--- src/rtl/wb_trap_commit.sv ---
// Writeback/commit stage: retires instructions into the register file and CSRs,
// steers the front end on jumps/MRET, and sequences machine-mode trap entry.
module wb_trap_commit #(
  parameter int XLEN  = 64,
  parameter int CNT_W = 64
) (
  input  logic              CLK,
  input  logic              RESET,
  input  logic              WB_V,
  output logic              WB_READY,
  input  logic [31:0]       WB_IR,
  input  logic [XLEN-1:0]   WB_PC,
  input  logic [XLEN-1:0]   WB_NPC,
  input  logic [XLEN-1:0]   WB_ALU_RESULT,
  input  logic [XLEN-1:0]   WB_MEM_RESULT,
  input  logic [XLEN-1:0]   WB_CSR_OLD,
  input  logic [XLEN-1:0]   WB_CSR_NEW,
  input  logic              WB_PC_MUX,
  input  logic              WB_EXC,
  input  logic [4:0]        WB_EXC_CODE,
  input  logic [XLEN-1:0]   WB_TVAL,
  input  logic [1:0]        IRQ_PEND,
  input  logic              IRQ_EN,
  input  logic [XLEN-1:0]   MTVEC,
  input  logic [XLEN-1:0]   MEPC,
  output logic              RF_WE,
  output logic [4:0]        RF_WADDR,
  output logic [XLEN-1:0]   RF_WDATA,
  output logic              CSR_WE,
  output logic [11:0]       CSR_ADDR,
  output logic [XLEN-1:0]   CSR_WDATA,
  output logic              REDIRECT,
  output logic [XLEN-1:0]   REDIRECT_PC,
  output logic              FLUSH,
  output logic [CNT_W-1:0]  INSTRET
);

  typedef enum logic [2:0] {IDLE, SAVE_EPC, SAVE_CAUSE, SAVE_TVAL, VECTOR} state_t;

  localparam logic [31:0] MRET_IR    = 32'h30200073;
  localparam logic [11:0] CSR_MEPC   = 12'h341;
  localparam logic [11:0] CSR_MCAUSE = 12'h342;
  localparam logic [11:0] CSR_MTVAL  = 12'h343;

  state_t            state_q, state_d;
  logic              ready_q, ready_d;
  logic              rf_we_q, rf_we_d;
  logic [4:0]        rf_waddr_q, rf_waddr_d;
  logic [XLEN-1:0]   rf_wdata_q, rf_wdata_d;
  logic              csr_we_q, csr_we_d;
  logic [11:0]       csr_addr_q, csr_addr_d;
  logic [XLEN-1:0]   csr_wdata_q, csr_wdata_d;
  logic              redirect_q, redirect_d;
  logic [XLEN-1:0]   redirect_pc_q, redirect_pc_d;
  logic              flush_q, flush_d;
  logic [CNT_W-1:0]  instret_q, instret_d;
  logic [XLEN-1:0]   epc_q, epc_d;
  logic [XLEN-1:0]   cause_q, cause_d;
  logic [XLEN-1:0]   tval_q, tval_d;

  logic              xfer;
  logic              irq_ext, irq_tmr, take_trap;
  logic              rf_hit, is_csr, is_mret;
  logic [XLEN-1:0]   rf_src;

  assign xfer      = WB_V & ready_q;
  assign irq_ext   = IRQ_EN & IRQ_PEND[1];
  assign irq_tmr   = IRQ_EN & IRQ_PEND[0];
  assign take_trap = irq_ext | irq_tmr | WB_EXC;
  assign is_mret   = (WB_IR == MRET_IR);

  // Result source by major opcode; SYSTEM with funct3==0 (ECALL/EBREAK/MRET) writes nothing.
  always_comb begin
    rf_hit = 1'b0;
    rf_src = '0;
    is_csr = 1'b0;
    case (WB_IR[6:0])
      7'b0000011: begin
        rf_hit = 1'b1;
        rf_src = WB_MEM_RESULT;
      end
      7'b0010011, 7'b0110011, 7'b0011011, 7'b0111011, 7'b0110111, 7'b0010111: begin
        rf_hit = 1'b1;
        rf_src = WB_ALU_RESULT;
      end
      7'b1101111, 7'b1100111: begin
        rf_hit = 1'b1;
        rf_src = WB_NPC;
      end
      7'b1110011: begin
        if (WB_IR[14:12] != 3'b000) begin
          rf_hit = 1'b1;
          rf_src = WB_CSR_OLD;
          is_csr = 1'b1;
        end
      end
      default: ;
    endcase
  end

  always_comb begin
    state_d       = state_q;
    ready_d       = ready_q;
    rf_we_d       = 1'b0;
    rf_waddr_d    = rf_waddr_q;
    rf_wdata_d    = rf_wdata_q;
    csr_we_d      = 1'b0;
    csr_addr_d    = csr_addr_q;
    csr_wdata_d   = csr_wdata_q;
    redirect_d    = 1'b0;
    redirect_pc_d = redirect_pc_q;
    flush_d       = 1'b0;
    instret_d     = instret_q;
    epc_d         = epc_q;
    cause_d       = cause_q;
    tval_d        = tval_q;

    case (state_q)
      IDLE: begin
        ready_d = 1'b1;
        if (xfer) begin
          if (take_trap) begin
            // The mepc write is issued straight from the transfer edge.
            epc_d   = WB_PC;
            cause_d = '0;
            if (irq_ext) begin
              cause_d[XLEN-1] = 1'b1;
              cause_d[4:0]    = 5'd11;
              tval_d          = '0;
            end else if (irq_tmr) begin
              cause_d[XLEN-1] = 1'b1;
              cause_d[4:0]    = 5'd7;
              tval_d          = '0;
            end else begin
              cause_d[4:0]    = WB_EXC_CODE;
              tval_d          = WB_TVAL;
            end
            csr_we_d    = 1'b1;
            csr_addr_d  = CSR_MEPC;
            csr_wdata_d = WB_PC;
            ready_d     = 1'b0;
            state_d     = SAVE_EPC;
          end else begin
            instret_d = instret_q + CNT_W'(1);
            if (rf_hit && (WB_IR[11:7] != 5'd0)) begin
              rf_we_d    = 1'b1;
              rf_waddr_d = WB_IR[11:7];
              rf_wdata_d = rf_src;
            end
            if (is_csr) begin
              csr_we_d    = 1'b1;
              csr_addr_d  = WB_IR[31:20];
              csr_wdata_d = WB_CSR_NEW;
            end
            if (is_mret) begin
              redirect_d    = 1'b1;
              redirect_pc_d = MEPC;
              flush_d       = 1'b1;
            end else if (WB_PC_MUX) begin
              redirect_d    = 1'b1;
              redirect_pc_d = WB_ALU_RESULT;
              flush_d       = 1'b1;
            end
          end
        end
      end
      SAVE_EPC: begin
        csr_we_d    = 1'b1;
        csr_addr_d  = CSR_MCAUSE;
        csr_wdata_d = cause_q;
        state_d     = SAVE_CAUSE;
      end
      SAVE_CAUSE: begin
        csr_we_d    = 1'b1;
        csr_addr_d  = CSR_MTVAL;
        csr_wdata_d = tval_q;
        state_d     = SAVE_TVAL;
      end
      SAVE_TVAL: begin
        redirect_d    = 1'b1;
        redirect_pc_d = MTVEC;
        flush_d       = 1'b1;
        state_d       = VECTOR;
      end
      VECTOR: begin
        ready_d = 1'b1;
        state_d = IDLE;
      end
      default: begin
        ready_d = 1'b0;
        state_d = IDLE;
      end
    endcase
  end

  always_ff @(posedge CLK) begin
    if (RESET) begin
      state_q       <= IDLE;
      ready_q       <= 1'b0;
      rf_we_q       <= 1'b0;
      rf_waddr_q    <= '0;
      rf_wdata_q    <= '0;
      csr_we_q      <= 1'b0;
      csr_addr_q    <= '0;
      csr_wdata_q   <= '0;
      redirect_q    <= 1'b0;
      redirect_pc_q <= '0;
      flush_q       <= 1'b0;
      instret_q     <= '0;
      epc_q         <= '0;
      cause_q       <= '0;
      tval_q        <= '0;
    end else begin
      state_q       <= state_d;
      ready_q       <= ready_d;
      rf_we_q       <= rf_we_d;
      rf_waddr_q    <= rf_waddr_d;
      rf_wdata_q    <= rf_wdata_d;
      csr_we_q      <= csr_we_d;
      csr_addr_q    <= csr_addr_d;
      csr_wdata_q   <= csr_wdata_d;
      redirect_q    <= redirect_d;
      redirect_pc_q <= redirect_pc_d;
      flush_q       <= flush_d;
      instret_q     <= instret_d;
      epc_q         <= epc_d;
      cause_q       <= cause_d;
      tval_q        <= tval_d;
    end
  end

  assign WB_READY    = ready_q;
  assign RF_WE       = rf_we_q;
  assign RF_WADDR    = rf_waddr_q;
  assign RF_WDATA    = rf_wdata_q;
  assign CSR_WE      = csr_we_q;
  assign CSR_ADDR    = csr_addr_q;
  assign CSR_WDATA   = csr_wdata_q;
  assign REDIRECT    = redirect_q;
  assign REDIRECT_PC = redirect_pc_q;
  assign FLUSH       = flush_q;
  assign INSTRET     = instret_q;

endmodule
--- config.mk ---
export PLATFORM = sky130hd
export DESIGN_NAME = wb_trap_commit
export DESIGN_NICKNAME = d
export VERILOG_FILES = /design/src/rtl/wb_trap_commit.sv
export SDC_FILE = /design/constraint.sdc
export NUM_CORES = 1
export LEC_CHECK = 0
export BUFFER_PORTS_ARGS = -buffer_cell sky130_fd_sc_hd__buf_4
export CELL_PAD_IN_SITES_DETAIL_PLACEMENT = 1
export CELL_PAD_IN_SITES_GLOBAL_PLACEMENT = 2
export CORE_AREA = 2 2 348 350
export DETAILED_ROUTE_END_ITERATION = 6
export DIE_AREA = 0 0 350 352
export HOLD_SLACK_MARGIN = 0.12
export PLACE_DENSITY = 0.51
export SKIP_CTS_REPAIR_TIMING = 1
export SLEW_MARGIN = 20
export SYNTH_ARGS = -nofsm -noshare
export SYNTH_HDL_FRONTEND = slang
export SYNTH_SLANG_ARGS = --single-unit
--- constraint.sdc ---
create_clock -name CLK -period 2.4 [get_ports CLK]
set_input_delay 0.12 -clock CLK [delete_from_list [all_inputs] [get_ports CLK]]
set_output_delay 0.12 -clock CLK [all_outputs]
set_load 0.03 [all_outputs]
======== Word-level counts from Yosys, hierarchy flattened ========
Index checks and enable logic that the tools add are counted.
storage, ports and cells
  flip-flop bits (word level) ............. 350
  input port bits ......................... 621
  output and inout port bits .............. 278
cells by class
  $add $sub $neg .......................... 1
  equality and inequality tests ........... 20
  multiplexer cells ....................... 40
  bitwise gates (word level) .............. 8
  reduce and logical (&&, ||, !) cells .... 18
operators by type and width
  operator                                                number
  two-way mux 64 bit                                      10
  one-hot mux 64 bit (4 select lines)                     1
  one-hot mux 64 bit (3 select lines)                     1
  one-hot mux 64 bit (2 select lines)                     1
  adder 64 x 1 -> 64 bit (second input constant)          1
  two-way mux 12 bit                                      3
  one-hot mux 12 bit (3 select lines)                     1
  equality test 32 x 30 -> 1 bit (second input constant)  1
  equality test 7 x 5 -> 1 bit (second input constant)    3
  equality test 7 x 6 -> 1 bit (second input constant)    3
  equality test 7 bit (second input constant)             3
  two-way mux 1 bit                                       14
  one-hot mux 3 bit (4 select lines)                      1
  two-way mux 5 bit                                       2
  AND reduction 3 bit                                     3
  OR reduction 9 bit                                      1
  AND reduction 4 bit                                     2
  equality test 7 x 2 -> 1 bit (second input constant)    1
  equality test 3 x 2 -> 1 bit (second input constant)    2
  two-way mux 3 bit                                       2
  != test 2 bit (second input constant)                   3
  != test 3 bit (second input constant)                   2
  one-hot mux 1 bit (2 select lines)                      3
  nonzero test 3 bit                                      2
  other kinds (15)                                        21

======== Logic depth before layout (Yosys ltp) ========
Gate-level depths: netlist of the first run.
  depth after elaboration ................. 7
  depth in mapped cells ................... 10

======== Worst setup path before layout of the first run ========
Ideal clock, no wire load.
  kind .................................... reg-to-reg
  from .................................... register instret_q[4], in the netlist INSTRET[4]
  to ...................................... register instret_q[36], in the netlist INSTRET[36]
  arrival time ............................ 2348 ps
  slack ................................... -7 ps
  cell stages (with the launch flop) ...... 7
  buffers on the path ..................... 1
  clock period less this slack ............ 2407 ps
  path through ............................ dfxtp_1 nand4_2 or4_4 or4_1 buf_2 or4_1 nand2_1
on the way
  longest elaborated chain between the ends .. 1
RTL lines
  what                      line  text
  start: declaration        56    logic [CNT_W-1:0] instret_q, instret_d;
  start signal: assignment  225   instret_q <= instret_d;
  adder 64 x 1 -> 64 bit    144   instret_d = instret_q + CNT_W'(1);
No other way between the ends.
A chain may end at the register's enable or synchronous reset.

======== Worst setup path after layout of the first run ========
  from .................................... input port WB_IR[10]
  to ...................................... register redirect_pc_q[63], in the netlist REDIRECT_PC[63]
on the way
  longest elaborated chain between the ends .. 5
  elaborated cells on any way between the ends .. 7
RTL lines
  what                                 line  text
  start: declaration                   11    input logic [31:0] WB_IR,
  equality test 32 x 30 -> 1 bit *     70    assign is_mret = (WB_IR == MRET_IR);
  two-way mux 64 bit                   155   if (is_mret) begin
  two-way mux 64 bit                   122   if (take_trap) begin
  two-way mux 64 bit                   121   if (xfer) begin
  one-hot mux 64 bit (2 select lines)  118   case (state_q)
  end signal: assignment               223   redirect_pc_q <= redirect_pc_d;
  end: declaration                     54    logic [XLEN-1:0] redirect_pc_q, redirect_pc_d;
Every way passes the cells marked *; elsewhere a longest branch is shown, timed or not. The select of a mux whose other input is x is not followed.

==> results.yml, run 1 <==
floorplan:
  rows: 127
  fp.dieH_um: 352
  die_x_um: 350
  core_area_um2: 119000
  floorplan.initialDensity_pct: 15.5
  ios: 899
  dieArea_um2: 123000
drt:
  wl_met2_mm: 68.1
  final_antenna_net_count: 0
  top_layer: "met5"
  vias: 25200
  firstDrtPassIters: 7
  wire_per_inst_um: 25.5
  wl_met3_mm: 9.41
  met1_length_mm: 54.1
  via_per_inst: 4.76
  wirelength_mm: 135
  drc: 0
  drt_iter0_markers: 1618
setup_path:
  cp.required_ns: 2.91
  end_kind: "flop"
  r2r_cells: 7
  crit_path_start_kind: "input pin"
  worstPathArrival_ns: 2.88
  crit_slowest_cell: "dlygate4sd3_1"
  crit_fanout: 57
  crit_chain: "dlygate4sd3_1, buf_4, or4_1, nor2_4, and3_2, buf_12, a211oi_1, o311ai_0"
  slowest_delay_ns: 0.55
  path_class: "input pin to flop"
synthesis:
  synth_fa_ha_area_share_pct: 0.0676
  postSynthCellCount: 2283
  async_flop_share_pct: 0
  ys_warn_count: 0
  synth_edf_count: 0
  synth_top_area_share_pct: 37.9
  synthTopCellsByArea: "dfxtp_1, a21oi_1, a211oi_1, clkbuf_1, nand3_1"
  yosys.area_share.simple_pct: 20.7
  yosysTopAreaCell: "dfxtp_1"
  syn-num-nets: 2905
  syn_area_um2: 18500
  synth_flop_cell: "dfxtp_1"
  avgSynthCellArea_um2: 8.10
  synth_top_family_by_area: "compound AO/OA/AOI/OAI gates"
  synth_compound_gate_area_share_pct: 29.0
  synth.distinct_cells: 56
  synth_xor_area_share_pct: 0.994
  ys_seq_elements: 350
  yosysSeqAreaShare_pct: 37.9
  muxShareOfSynthArea_pct: 4.32
place:
  place.gp.congestion: 0.847
  dp_hpwl_mm: 99.3
  io_buffers: 898
  placed_area_um2: 28200
  dp_worst_setup_slack_ns: -0.712
power_and_ir_drop:
  p_leak_uw: 0.0136
  peakVddDrop_uv: 509
  power.density_nw_per_um2: 549
  p_total_uw: 19200
clocking:
  clk_latency_ns: 0.65
  cts_buffer_depth: 3
  path_clk_slew_ns: 0.06
  htreeDepth: 2
  clockRootBuffer: "clkbuf_16"
  cts_buffers: 50
  clkSinkCount: 350
  cts_tree: "yes"
sta:
  setup-violations-final: 0
  max_freq_mhz: 423
  setup_tns_ns: 0
  finalHoldViolations: 0
  fin_skew_ns: 0.0310
  holdWs_ns: 0.0767
  rsz0062_at_grt: "true"
  setup_slack_ns: 0.0338
  maxSlewViolCount: 0
  worst_pin_slew_ns: 0.871
  relSlewSlack_pct: 41.9
  fin_crit_ns: 2.37
  finalCritPeriodShare_pct: 98.6
status:
  status: "complete, no violations"
global_route:
  grt_usage_pct: 20.4
  grt_max_degree: 116
  grt_antenna_before_repair: 17
  grt_pass1_wl_mm: 185
  grt_pass1_vias: 24800
  gr-total-overflow: 0
worst_hold_path:
  hp-class: "input pin to flop"
  min_path_cells: 5
final_layout:
  fill_cells: 13900
  drive_gt1_share_pct: 33.0
  final_cell_area_um2: 35000
  layout_common_cells: "buf_4, dlygate4sd3_1, dfxtp_1"
  layout_commonest_cell: "buf_4"
  synthToLayoutAreaGrowth_pct: 89.3
  final_nets: 4269
job:
  maxCapViolCount: 0
[critical path: cells and delay by family]
kind / cells / cell delay, ns
buffers and inverters: 3 / 0.95
AO/OA/AOI/OAI: 2 / 0.58
AND/OR/NAND/NOR: 3 / 1.06
[metal layers]
metal  global-route usage [%]  up-vias
li1                         -    11500
met1                     23.1    12700
met5                        0        -
met2                     36.7      851
met4                     4.67        6
met3                     6.40      174
[through the flow]
stage	util, %	std cells
after floorplan	-	2283
after global placement	23.7	4694
after detailed placement	23.7	4694
after CTS	25.0	4774
after global routing	29.3	5298
final	29.3	5301
[power by group]
| part | leakage [uW] | switching, uW | total, uW | internal [uW] |
|---|---|---|---|---|
| clock | 0.000779 | 3190 | 7400 | 4200 |
| sequential | 0.00284 | 278 | 6480 | 6200 |
| combinational | 0.0100 | 2920 | 5360 | 2440 |
| total | 0.0136 | 6390 | 19200 | 12800 |
[sequential cells by signal, summed over array words and instances, names as in the netlist]
register     cells
CSR_WDATA       64
INSTRET         64
REDIRECT_PC     64
RF_WDATA        64
tval_q          64
CSR_ADDR        12
cause_q          6
RF_WADDR         5
state_q          3
CSR_WE           1
FLUSH            1
RF_WE            1
WB_READY         1
[cell usage after synthesis, types with 4 or more instances]
cell	instances
or4_1	16
nand2_1	168
a2bb2oi_1	58
dfxtp_1	350
o21ai_0	14
mux2_2	14
nor2_1	127
xor2_1	9
inv_1	79
o31ai_1	7
and3_1	7
o311ai_1	22
a21oi_1	232
clkbuf_1	212
nor4_1	20
a31oi_1	64
a222oi_1	64
nand3_1	155
nand4_1	96
and2_1	5
and4_1	6
nor3_1	30
buf_1	21
o22a_1	6
xnor2_1	12
nor3b_1	4
o41ai_1	10
or2_2	11
buf_2	25
mux2i_1	64
nor2b_1	12
nand2b_1	4
a311oi_1	66
o311ai_0	52
a22oi_1	7
or3_1	69
o211ai_1	5
a211oi_1	131
[worst paths after layout]
path / slack, ns / end / start
setup reg to reg: 0.09 / INSTRET[49]$_SDFFE_PP0P_ / state_q[0]$_SDFFE_PP0P_
setup / recovery: 0.03 / REDIRECT_PC[63]$_SDFFE_PP0P_ / WB_IR[10]
hold / removal: 0.08 / REDIRECT_PC[40]$_SDFFE_PP0P_ / WB_ALU_RESULT[40]
hold reg to reg: 0.45 / tval_q[6]$_SDFFE_PP0P_ / tval_q[6]$_SDFFE_PP0P_
[layout make-up]
class | instances | area, um2 | area share [%]
clock inverter | 13 | 135 | 0.386
sequential | 350 | 7010 | 20.0
antenna | 14 | 35.0 | 0.100
tap | 1612 | 2020 | 5.76
timing repair buffer | 1572 | 13700 | 39.1
multi-input combinational | 1594 | 10400 | 29.7
inverter | 79 | 299 | 0.854
clock buffer | 67 | 1450 | 4.13
[kinds of logic (layout without fill, tap and decap cells)]
logic type / count (synthesis) / after routing
compound gates: 749 / 749
xor+xnor: 21 / 21
buf+inv: 339 / 1731
simple gates: 745 / 745
other cells: 0 / 14
fa+ha+maj: 1 / 1
mux: 78 / 78
flops: 350 / 350
No activity file was read; power rests on OpenSTA's default activity.
==> inputs of run 2 (changes only) <==
Settings changed: CAP_MARGIN from default to 20, CELL_PAD_IN_SITES_DETAIL_PLACEMENT 1 to 0, CELL_PAD_IN_SITES_GLOBAL_PLACEMENT 2 to 1, CORE_AREA 2 2 348 350 to 2 2 351 353, DIE_AREA 0 0 350 352 to 0 0 353 355, PLACE_DENSITY 0.51 to 0.41.
==> results.yml, run 2 (synthesized netlist as in run 1, its figures left out) <==
status:
  failed_checks: "design-rule violations"
  status: "finished with violations"
drt:
  drt_iter0_markers: 1572
  met1_length_mm: 55.0
  drc: 4
  wl_met2_mm: 62.7
  wl_met3_mm: 8.96
  via_per_inst: 4.67
  wire_per_inst_um: 24.4
  vias: 25000
  final_antenna_net_count: 0
  top_layer: "met5"
  wirelength_mm: 131
  firstDrtPassIters: 7
final_layout:
  seqCellArea_um2: 7010
  multi_input_area_um2: 10400
  layout_common_cells: "buf_4, dlygate4sd3_1, dfxtp_1"
  fill_cells: 13200
  layout_commonest_cell: "buf_4"
  final_nets: 4316
  drive_gt1_share_pct: 32.6
  synthToLayoutAreaGrowth_pct: 91.7
job:
  maxCapViolCount: 0
global_route:
  grt_antenna_before_repair: 15
  grt_max_degree: 112
  grt_pass1_wl_mm: 177
  grt_pass1_vias: 23300
  gr-total-overflow: 0
  grt_usage_pct: 19.3
sta:
  holdWs_ns: 0.0542
  max_freq_mhz: 430
  setup_slack_ns: 0.0750
  worst_pin_slew_ns: 1.07
  fin_crit_ns: 2.33
  relSlewSlack_pct: 28.9
  maxSlewViolCount: 0
  setup-violations-final: 0
  finalHoldViolations: 0
  finalCritPeriodShare_pct: 96.9
  fin_skew_ns: 0.0208
worst_hold_path:
  hold_path.startpoint: "WB_ALU_RESULT[54]"
  hp-class: "input pin to flop"
clocking:
  cts_tree: "yes"
  clkSinkCount: 350
  path_clk_slew_ns: 0.06
  cts_buffer_depth: 3
  cts_buffers: 50
  htreeDepth: 2
  clk_latency_ns: 0.64
  clockRootBuffer: "clkbuf_16"
power_and_ir_drop:
  internal_power_uw: 13100
  power.density_nw_per_um2: 548
  peakVddDrop_uv: 505
  power_frac_clock_pct: 38.6
  combPwrFrac_pct: 28.1
  p_leak_uw: 0.0140
  switching_share_pct: 32.6
  p_switching_uw: 6330
  seq_power_share_pct: 33.3
setup_path:
  path_class: "input pin to flop"
  cp.required_ns: 2.88
  worstPathArrival_ns: 2.80
  crit_fanout: 44
  crit_start: "WB_IR[30]"
  end_kind: "flop"
  timing.rr.start: "WB_READY$_SDFFE_PP0N_"
  crit_path_start_kind: "input pin"
place:
  io_buffers: 898
  dp_hpwl_mm: 97.5
  place.gp.congestion: 0.886
  dp_worst_setup_slack_ns: -0.428
floorplan:
  ios: 899
  fp.dieH_um: 355
  die_x_um: 353
  rows: 128
  core_area_um2: 121000
  dieArea_um2: 125000
  floorplan.initialDensity_pct: 15.2
## run 2: layout make-up
class                      instances  area share, %
clock buffer                      79           4.23
timing repair buffer            1619           39.7
sequential                       350           19.8
tap                             1625           5.73
multi-input combinational       1594           29.3
inverter                          79          0.843
antenna                           11         0.0776
clock inverter                    10          0.349
## run 2: stage by stage
| stage | util [%] | std cells | setup TNS (ns) | cell area (um2) | total power (uW) |
|---|---|---|---|---|---|
| 2_1_floorplan | - | 2283 | 0 | 18500 | 8670 |
| 3_3_place_gp | 23.3 | 4714 | -38.22 | 28200 | 11300 |
| 3_5_place_dp | 23.3 | 4714 | -40.25 | 28200 | 11300 |
| 4_1_cts | 24.6 | 4803 | -0.0382 | 29900 | 19000 |
| 5_1_grt | 29.2 | 5364 | -0.0406 | 35500 | 20300 |
| 6_report | 29.2 | 5367 | 0 | 35500 | 19400 |
## run 2: layer usage
layer / vias up / track usage, %
met5: - / 0
met3: 176 / 6.29
li1: 11700 / -
met4: 2 / 7.18
met1: 12200 / 22.9
met2: 985 / 32.2
## run 2: critical path: stages
cell and delay (ns):
dlygate4sd3_1 0.54, buf_4 0.16, nor4b_1 0.28, and4_4 0.44, buf_12 0.27, a31oi_1 0.13, a211oi_1 0.54, o311ai_0 0.20
## run 2: power groups by stage
stage	clock network [uW]	registers [uW]	logic [uW]
3_5_place_dp	0	6580	4730
2_1_floorplan	0	7170	1500
5_1_grt	7990	6510	5790
3_3_place_gp	0	6570	4710
6_report	7500	6470	5460
4_1_cts	7810	6460	4740
## run 2: final timing paths
| kind | depth (start not counted) | to | slack [ns] |
|---|---|---|---|
| max reg2reg | 5 | REDIRECT_PC[63]$_SDFFE_PP0P_ | 0.09 |
| min reg2reg | 2 | tval_q[53]$_SDFFE_PP0P_ | 0.45 |
| max | 8 | REDIRECT_PC[0]$_SDFFE_PP0P_ | 0.07 |
| min | 3 | RF_WDATA[54]$_SDFFE_PP0P_ | 0.05 |
==> inputs of run 3 (changes only) <==
Settings changed: CAP_MARGIN 20 to default, CORE_AREA 2 2 351 353 to 2 2 352 354, DIE_AREA 0 0 353 355 to 0 0 354 356, GPL_TIMING_DRIVEN from default to 0.
==> results.yml, run 3 (synthesized netlist as in run 1, its figures left out) <==
status:
  status: "finished with violations"
  failed_checks: "design-rule violations, negative setup slack"
worst_hold_path:
  hp-class: "input pin to flop"
  hold_path.startpoint: "MEPC[1]"
setup_path:
  worstPathArrival_ns: 3.05
  cp.required_ns: 2.94
  crit_chain: "buf_4, nand4b_1, a21oi_1, clkbuf_2, clkbuf_1, a222oi_1, a311oi_1"
  timing.rr.start: "INSTRET[9]$_SDFFE_PP0P_"
  slowest_delay_ns: 0.78
  crit_path_start_kind: "input pin"
  path_class: "input pin to flop"
  crit_slowest_cell: "clkbuf_1"
  end_kind: "flop"
  crit_start: "WB_IR[6]"
  crit_fanout: 10
final_layout:
  drive_gt1_share_pct: 31.1
  layout_commonest_cell: "buf_4"
  synthToLayoutAreaGrowth_pct: 93.5
  final_nets: 4482
  fill_cells: 13500
  layout_common_cells: "buf_4, dlygate4sd3_1, dfxtp_1"
global_route:
  grt_antenna_before_repair: 20
  grt_pass1_vias: 23600
  grt_usage_pct: 21.8
  grt_pass1_wl_mm: 195
  grt_max_degree: 16
  gr-total-overflow: 0
power_and_ir_drop:
  seq_power_share_pct: 32.4
  p_switching_uw: 6690
  p_leak_uw: 0.0142
  internal_power_uw: 13300
  peakVddDrop_uv: 589
  combPwrFrac_pct: 27.7
  p_total_uw: 20000
  switching_share_pct: 33.5
  power.density_nw_per_um2: 558
  power_frac_clock_pct: 39.9
drt:
  firstDrtPassIters: 7
  drt_iter0_markers: 1636
  via_per_inst: 4.58
  final_antenna_net_count: 0
  vias: 25400
  drc: 6
  wire_per_inst_um: 26.6
  wirelength_mm: 148
clocking:
  clkSinkCount: 350
  cts_buffers: 52
  clockRootBuffer: "clkbuf_16"
  path_clk_slew_ns: 0.05
  clk_latency_ns: 0.65
  cts_buffer_depth: 3
  htreeDepth: 2
  cts_tree: "yes"
place:
  io_buffers: 897
  dp_worst_setup_slack_ns: -1.35
  dp_hpwl_mm: 116
  place.gp.congestion: 0.809
job:
  maxCapViolCount: 0
sta:
  worst_pin_slew_ns: 0.994
  fin_crit_ns: 2.51
  maxSlewViolCount: 0
  rsz0062_at_grt: "true"
  finalCritPeriodShare_pct: 104
  finalHoldViolations: 0
  relSlewSlack_pct: 33.7
  setup-violations-final: 6
  setup_slack_ns: -0.106
  fin_skew_ns: 0.0191
  max_freq_mhz: 399
floorplan:
  core_area_um2: 123000
  rows: 129
  fp.dieH_um: 356
  floorplan.initialDensity_pct: 15.1
  ios: 899
  dieArea_um2: 126000
  die_x_um: 354
-- run 3: cell count changes in the layout (fill, tap and decap cells not counted), moves of 14 or more --
cell and delta:
buf_2 +17, buf_12 -41, clkbuf_1 +148, clkbuf_2 +55
dlygate4sd3_1 +34, buf_4 -82, dfxtp_1 -14
-- run 3: worst paths after layout --
kind / endpoint / slack (ns) / cells past startpoint
setup reg to reg: INSTRET[36]$_SDFFE_PP0P_ / 0.05 / 6
setup / recovery: RF_WDATA[27]$_SDFFE_PP0P_ / -0.11 / 7
hold / removal: REDIRECT_PC[1]$_SDFFE_PP0P_ / 0.05 / 3
hold reg to reg: tval_q[56]$_SDFFE_PP0P_ / 0.45 / 2
-- run 3: metal layers --
metal / GRT usage, % / part of all wire, % / vias up
li1: - / - / 12000
met1: 25.8 / 42 / 12300
met2: 38.3 / 49 / 909
met3: 6.94 / 6.7 / 150
met4: 4.81 / 2.2 / 16
met5: 0 / 0.072 / -
-- run 3: critical path, delay by kind of cell --
kind	cells	cell delay [ns]
buffers and inverters	3	1.53
AO/OA/AOI/OAI	3	1.20
AND/OR/NAND/NOR	1	0.16
-- run 3: power by group through the flow --
| stage | logic [uW] | registers (uW) | clock network, uW |
|---|---|---|---|
| after floorplan | 1500 | 7170 | 0 |
| after global placement | 4680 | 6590 | 0 |
| after detailed placement | 4670 | 6590 | 0 |
| after CTS | 4670 | 6470 | 8230 |
| after global routing | 5890 | 6510 | 8440 |
| final | 5540 | 6470 | 7980 |
-- run 3: final cells by class --
type,count,area (um2),share of cell area (%)
diodes,15,37.5,0.105
plain buffers,257,1180,3.29
clock buffers,82,1540,4.31
clock inverters,13,176,0.493
inverters,79,297,0.828
multi-input cells,1594,10500,29.3
flip-flops and latches,350,7050,19.7
well taps,1637,2050,5.72
repair buffers,1526,13000,36.2
-- run 3: per-stage QoR --
stage | instances | TNS (ns) | hold WS (ns) | cell area [um2] | utilization [%]
final | 5553 | -0.285 | 0.0483 | 35800 | 29.2
after global routing | 5545 | -0.0941 | 0.118 | 35800 | 29.2
after CTS | 4916 | -152.18 | -0.329 | 29100 | 23.7
after detailed placement | 4821 | -253.44 | 0.398 | 27400 | 22.3
after global placement | 4817 | -350.20 | 0.392 | 27300 | 22.2
after floorplan | 2283 | 0 | 0.268 | 18500 | -
